==> src/rtl/motion_ctrl_nd.sv <==
// motion_ctrl_nd: keyboard-driven Euler-angle and camera-translation controller
// with MANUAL / AUTO-spin / HOME modes, all state advancing on frame strobes.
`default_nettype none

module motion_ctrl_nd #(
   parameter int              AW        = 12,
   parameter int              WI        = 8,
   parameter int              WF        = 8,
   parameter logic [AW-1:0]   TWO_PI    = 12'h648,
   parameter logic [AW-1:0]   V_MAX     = 12'h020,
   parameter logic [AW-1:0]   ACCEL     = 12'h002,
   parameter logic [AW-1:0]   FRICTION  = 12'h001,
   parameter logic [AW-1:0]   AUTO_V    = 12'h010,
   parameter logic [AW-1:0]   HOME_STEP = 12'h010,
   parameter logic [WI+WF-1:0] POS_STEP = 16'h0020,
   parameter logic [WI+WF-1:0] POS_LIM  = 16'h1000,
   parameter logic [WI+WF-1:0] Z_INIT   = 16'hF800
) (
   input  logic                    Clk,
   input  logic                    Reset_n,
   input  logic                    frame_clk_rising_edge,
   input  logic [7:0]              keycode,
   output logic [AW-1:0]           alpha,
   output logic [AW-1:0]           beta,
   output logic [AW-1:0]           gamma,
   output logic signed [WI+WF-1:0] x,
   output logic signed [WI+WF-1:0] y,
   output logic signed [WI+WF-1:0] z,
   output logic [1:0]              mode,
   output logic                    busy
);

   localparam int W = WI + WF;
   localparam logic [AW-1:0]        c_HALF_PI2 = TWO_PI >> 1;
   localparam logic signed [AW:0]   c_TWO_PI_X = $signed({1'b0, TWO_PI});
   localparam logic signed [AW-1:0] c_VMAX     = $signed(V_MAX);
   localparam logic signed [AW-1:0] c_ACC      = $signed(ACCEL);
   localparam logic signed [AW-1:0] c_FRIC     = $signed(FRICTION);
   localparam logic signed [W:0]    c_LIM_X    = $signed({1'b0, POS_LIM});

   typedef enum logic [1:0] {S_MANUAL = 2'd0, S_AUTO = 2'd1, S_HOME = 2'd2} state_t;

   state_t                r_mode;
   logic                  r_busy;
   logic [7:0]            r_last_key;
   logic [AW-1:0]         r_alpha, r_beta, r_gamma;
   logic signed [AW-1:0]  r_alpha_v, r_beta_v, r_gamma_v;
   logic signed [W-1:0]   r_x, r_y, r_z;

   // Wrap checks use the widened sum; the result itself is plain modular arithmetic.
   function automatic logic [AW-1:0] f_step(input logic [AW-1:0] a, input logic signed [AW-1:0] v);
      logic signed [AW:0] s;
      logic [AW-1:0]      lo;
      s  = $signed({1'b0, a}) + $signed({v[AW-1], v});
      lo = a + v;
      if (s >= c_TWO_PI_X)  return lo - TWO_PI;
      else if (s < 0)       return lo + TWO_PI;
      else                  return lo;
   endfunction

   function automatic logic signed [AW-1:0] f_vel(input logic signed [AW-1:0] v,
                                                  input logic inc, input logic dec);
      if (inc)                               return (v > c_VMAX - c_ACC) ? c_VMAX : v + c_ACC;
      else if (dec)                          return (v < c_ACC - c_VMAX) ? -c_VMAX : v - c_ACC;
      else if (v <= c_FRIC && v >= -c_FRIC)  return '0;
      else if (v > 0)                        return v - c_FRIC;
      else                                   return v + c_FRIC;
   endfunction

   function automatic logic [AW-1:0] f_home(input logic [AW-1:0] a);
      if (a == '0)               return '0;
      else if (a < c_HALF_PI2)   return (a < HOME_STEP) ? '0 : a - HOME_STEP;
      else if (TWO_PI - a <= HOME_STEP) return '0;
      else                       return a + HOME_STEP;
   endfunction

   function automatic logic signed [W-1:0] f_pos(input logic signed [W-1:0] p,
                                                 input logic signed [W-1:0] d);
      logic signed [W:0] s;
      s = $signed({p[W-1], p}) + $signed({d[W-1], d});
      if (s > c_LIM_X)        return $signed(POS_LIM);
      else if (s < -c_LIM_X)  return $signed(-POS_LIM);
      else                    return p + d;
   endfunction

   logic w_k_w, w_k_s, w_k_a, w_k_d, w_k_q, w_k_e;
   logic w_press_space, w_press_r, w_auto_next;
   logic signed [W-1:0] w_dx, w_dy, w_dz;

   assign w_k_w = (keycode == 8'h1A);
   assign w_k_s = (keycode == 8'h16);
   assign w_k_a = (keycode == 8'h04);
   assign w_k_d = (keycode == 8'h07);
   assign w_k_q = (keycode == 8'h14);
   assign w_k_e = (keycode == 8'h08);
   assign w_press_space = (keycode == 8'h2C) && (r_last_key != 8'h2C);
   assign w_press_r     = (keycode == 8'h15) && (r_last_key != 8'h15);
   assign w_auto_next   = (r_mode == S_AUTO) ^ w_press_space;

   assign w_dx = (keycode == 8'h4F) ? $signed(POS_STEP) : (keycode == 8'h50) ? -$signed(POS_STEP) : '0;
   assign w_dy = (keycode == 8'h1D) ? $signed(POS_STEP) : (keycode == 8'h1B) ? -$signed(POS_STEP) : '0;
   assign w_dz = (keycode == 8'h52) ? $signed(POS_STEP) : (keycode == 8'h51) ? -$signed(POS_STEP) : '0;

   always_ff @(posedge Clk or negedge Reset_n) begin
      if (!Reset_n) begin
         r_mode     <= S_MANUAL;
         r_busy     <= 1'b0;
         r_last_key <= '0;
         r_alpha    <= '0;
         r_beta     <= '0;
         r_gamma    <= '0;
         r_alpha_v  <= '0;
         r_beta_v   <= '0;
         r_gamma_v  <= '0;
         r_x        <= '0;
         r_y        <= '0;
         r_z        <= $signed(Z_INIT);
      end else if (frame_clk_rising_edge) begin
         r_last_key <= keycode;
         if (r_mode == S_HOME) begin
            r_alpha <= f_home(r_alpha);
            r_beta  <= f_home(r_beta);
            r_gamma <= f_home(r_gamma);
            if (r_alpha == '0 && r_beta == '0 && r_gamma == '0) begin
               r_mode <= S_MANUAL;
               r_busy <= 1'b0;
            end
         end else begin
            r_alpha <= f_step(r_alpha, r_alpha_v);
            r_beta  <= f_step(r_beta,  r_beta_v);
            r_gamma <= f_step(r_gamma, r_gamma_v);
            if (w_press_r) begin
               r_mode    <= S_HOME;
               r_busy    <= 1'b1;
               r_alpha_v <= '0;
               r_beta_v  <= '0;
               r_gamma_v <= '0;
               r_x       <= '0;
               r_y       <= '0;
               r_z       <= $signed(Z_INIT);
            end else begin
               // The post-transition mode decides whether beta is forced to spin.
               r_mode    <= w_auto_next ? S_AUTO : S_MANUAL;
               r_alpha_v <= f_vel(r_alpha_v, w_k_q, w_k_e);
               r_beta_v  <= w_auto_next ? $signed(AUTO_V) : f_vel(r_beta_v, w_k_w, w_k_s);
               r_gamma_v <= f_vel(r_gamma_v, w_k_a, w_k_d);
               r_x       <= f_pos(r_x, w_dx);
               r_y       <= f_pos(r_y, w_dy);
               r_z       <= f_pos(r_z, w_dz);
            end
         end
      end
   end

   assign alpha = r_alpha;
   assign beta  = r_beta;
   assign gamma = r_gamma;
   assign x     = r_x;
   assign y     = r_y;
   assign z     = r_z;
   assign mode  = r_mode;
   assign busy  = r_busy;

endmodule

`default_nettype wire

==> config.mk <==
export PLATFORM = sky130hd
export DESIGN_NAME = motion_ctrl_nd
export DESIGN_NICKNAME = d
export VERILOG_FILES = /design/src/rtl/motion_ctrl_nd.sv
export SDC_FILE = /design/constraint.sdc
export NUM_CORES = 1
export LEC_CHECK = 0
export ABC_AREA = 1
export BUFFER_PORTS_ARGS = -buffer_cell sky130_fd_sc_hd__buf_2
export CAP_MARGIN = 25
export CELL_PAD_IN_SITES_DETAIL_PLACEMENT = 1
export CELL_PAD_IN_SITES_GLOBAL_PLACEMENT = 2
export CORE_ASPECT_RATIO = 1.4
export CORE_MARGIN = 3
export CORE_UTILIZATION = 31
export DETAILED_ROUTE_END_ITERATION = 12
export PLACE_DENSITY = 0.91
export SLEW_MARGIN = 25
export SYNTH_ARGS = -nofsm -noshare
export SYNTH_HDL_FRONTEND = slang
export SYNTH_SLANG_ARGS = --single-unit
export TNS_END_PERCENT = 50
==> constraint.sdc <==
create_clock -name Clk -period 2.4 [get_ports Clk]
set_input_delay 0.48 -clock Clk [delete_from_list [all_inputs] [get_ports Clk]]
set_output_delay 0.48 -clock Clk [all_outputs]
set_load 0.05 [all_outputs]
==> metrics.md <==
| Metric | Value |
|---|---|
| Max Slew Vio Count | `0` |
| Top cell type's share of synthesized area | `18.5%` |
| Status | `finished, violations left` |
| HP Start | `keycode[5]` |
| Fmax | `319 MHz` |
| CTS tree | `yes` |
| Clk slew on worst S/H paths | `approximately 70 ps` |
| Hold crit path type | `in -> reg` |
| Worst Skew | `approximately 17 ps` |
| Synth Register Bits | `roughly 120` |
| Cells after Synth | `2,445` |
| Setup WS pre-CTS | `-1030 ps` |
| Initial DRC Count | `1,195` |
| Max Root-Sink Buffers | `2` |
| Top post-synthesis cells by area | `dfrtp_1 18%, nand2_1 18%, ha_1 9.0%` |
| Critical Path AT | `3550 ps` |
| RSZ-0062 raised after global routing | `true` |
| Final setup violation count | `slightly below 60` |
| Critical path, cell by cell | `buf_6 -> nor2_4 -> nand4_1 -> buf_4 -> nor2_4 -> buf_12 -> ha_2 -> nand2_2 -> a21oi_1 -> o21ai_0 -> o2111ai_2 -> xor2_2 -> nand3_2 -> a21oi_4 -> buf_6 -> nand3b_1 -> nand2_1` |
| Endpoints failing hold | `0` |
| Worst skew pair latency | `around 480 ps` |
| Die height | `267 µm` |
| CTS root buffer | `clkbuf_16` |
| Reg-to-Reg Start | `beta[7]` |
| H-Tree Depth | `4` |
| Synth async-reset ratio | `100%` |
| Initial antenna violation count | `1` |
| R2r endpoint | `beta[8]` |
| Overflow after GRT | `0` |
| Worst-case reg-to-reg path depth | `15` |
| I/O Buffers | `82` |
| Placed Area | `between 15,000 and 20,000 µm²` |
| Setup crit end kind | `register` |
| Post-synth top cells | `718 x nand2_1, 285 x inv_1, 232 x nor2_1` |
| Fin crit period | `~3100 ps` |
| Site Rows | `94` |
| Ports | `roughly 100` |
| Crit path depth | `17` |
| Die ar. | `51,300 µm²` |
| CTS Buf Count | `17` |
| Synthesized area per cell | `6.15 µm²` |
| Most frequent cell after synthesis | `nand2_1` |
| Vias in the first global route | `just over 20,000` |
| Die width | `192 µm` |
| Post-Place Cells | `about 3,500` |
| Max_slew headroom | `58.6%` |
| Synth area leader | `dfrtp_1` |
| Drt drc | `0` |
| R2r setup slk | `-400 ps` |
| Top FF cell, synth | `dfrtp_1` |
| DP HPWL | `around 49,000 µm` |
| Failing checks | `negative setup slack` |
| Initial Utilization | `31.7%` |
| Pin count of the biggest net entering global routing | `52` |
| First-pass GRT wire length | `104,000 µm` |
| Kind of critical path | `in -> reg` |
| Startpoint types | `input pin` |
| CP Max Fanout | `7` |
| Setup TNS | `-16,560 ps` |
| # diodes | `0` |
| Slew @ Worst Pin | `613 ps` |
| CP top delay family | `compound AO/OA/AOI/OAI gates` |
| Pwr Density | `about 1800 nW/µm²` |
| GRT Total Usage | `25.3%` |
| Lkg Pwr | `0.0113 µW` |
| Post-synth EDFFs | `0` |
| Setup ws final | `-735 ps` |
| Synth Cell Area | `~15,000 µm²` |
| Clk sink count | `116` |
| Max VDD drop | `0.000812 V` |
| Slowest cell on crit path | `o21ai_0` |
| Hold depth | `4` |
| Wire per inst | `20.2 µm` |
| Final instance area | `22,600 µm²` |
| Highest cell delay on the worst timing path | `350 ps` |
| Layout cells sized above 1 | `37.0%` |
| Bufs and invs on worst path | `4` |
| Final period util | `131%` |
| Via density | `5.40` |
| Synth unique cells | `63` |
| Routed via count | `19,400` |
| Routability cong. | `about 0.96` |
| Core Area | `~48,000 µm²` |
| Endpoint, Worst Hold | `r_last_key[5]` |
| MaxCap Viol Count | `0` |
| Critical path required time | `2810 ps` |
| Area grow syn2layout | `50.1%` |
| NumNets Final | `3,082` |
| Proportion of synthesized chip area in sequential cells | `19.3%` |
| Remaining antenna violation count | `0` |
| Routed WL | `72,500 µm` |
| Final cell count without fillers | `3,594` |
| YS warnings | `0` |
| Tot Pwr | `40,100 µW` |
| First-pass DRT Iterations | `8` |
metal layers:
layer	routed length, µm	track usage, %	vias up
met2	38600	49.3	573
met4	4410	11.8	0
li1	-	-	8972
met1	26800	26.5	9574
met3	2640	2.93	285
met5	0	0	-
worst min-delay path, stage by stage:
cell and delay (ps):
buf_6 80, buf_4 110, nand2_1 40, o21ai_0 60
registers in the layout (all words and copies together), names as in the netlist:
signal,flops
alpha,12
beta,12
busy,1
gamma,12
mode,2
r_alpha_v,12
r_beta_v,12
r_gamma_v,12
r_last_key,8
x,11
y,11
z,11
metrics by stage:
step	utilization [%]	hold WS, ps
finish	47.5	347
global route	47.5	353
CTS	44.2	323
detailed placement	40.4	464
global placement	40.4	458
floorplan	-	184
what timing repair did:
| item | in CTS | in global routing |
|---|---|---|
| setup buffers | 38 | 40 |
| pin swaps | 118 | 139 |
| gates resized for setup | 195 | 324 |
| setup endpoints to repair | 65 | 105 |
| hold buffers | 1 | 0 |
| endpoints found under the hold margin | 40 | 0 |
| gates cloned | 2 | 0 |
cell usage in the layout, fill, tap and decap left out, types with 11 or more instances in the layout:
master / n
inv_1: 257
nand4_1: 40
a21oi_2: 30
inv_2: 42
a21oi_4: 11
ha_1: 59
nand3_4: 16
o21ai_1: 39
nor2_4: 22
conb_1: 15
nand3_1: 161
nor3_2: 12
xor2_1: 96
nand2_1: 610
o22ai_1: 14
dfrtp_1: 103
nor2_2: 50
buf_4: 422
xor2_2: 17
a21oi_1: 60
ha_4: 37
clkbuf_16: 17
o21ai_0: 119
buf_2: 75
nand2_2: 113
nand2_4: 26
o211ai_1: 14
buf_6: 39
ha_2: 12
nor2_1: 179
nor3_1: 26
nand3_2: 58
nand3b_1: 16
logic make-up (layout without fill, tap and decap cells):
family,Yosys count,after routing,share of synthesized area [%]
AO/OA/AOI/OAI,356,356,13.6
XOR/XNOR,131,131,7.77
adder cells (fa/ha/maj),114,114,9.78
buffers and inverters,374,884,10.2
flip-flops,116,116,19.3
other,1,15,0.0249
AND/OR/NAND/NOR,1353,1354,39.3
worst max-delay path by stage:
stage | slack, ps | start | end
2_1_floorplan | -460 | keycode[4] | y[11]
3_3_place_gp | -730 | keycode[4] | x[10]
3_5_place_dp | -1030 | keycode[6] | y[6]
4_1_cts | -230 | r_beta_v[0] | beta[4]
5_1_grt | -740 | keycode[4] | z[10]
6_report | -740 | keycode[5] | z[10]
power by group:
| group | leakage [µW] | internal [µW] | switching (µW) |
|---|---|---|---|
| sequential | 0.00146 | 2680 | 765 |
| clock | 0.000301 | 1670 | 1150 |
| combinational | 0.00958 | 13500 | 20300 |
final cells by class:
type	count	area (µm²)
inverter	306	1180
clock buffer	18	439
tap	624	781
timing repair buffer	546	4160
sequential	116	2920
fill	6122	24900
multi-input combinational	1970	12900
clock inverter	14	174
No activity file was read; power rests on OpenSTA's default activity.
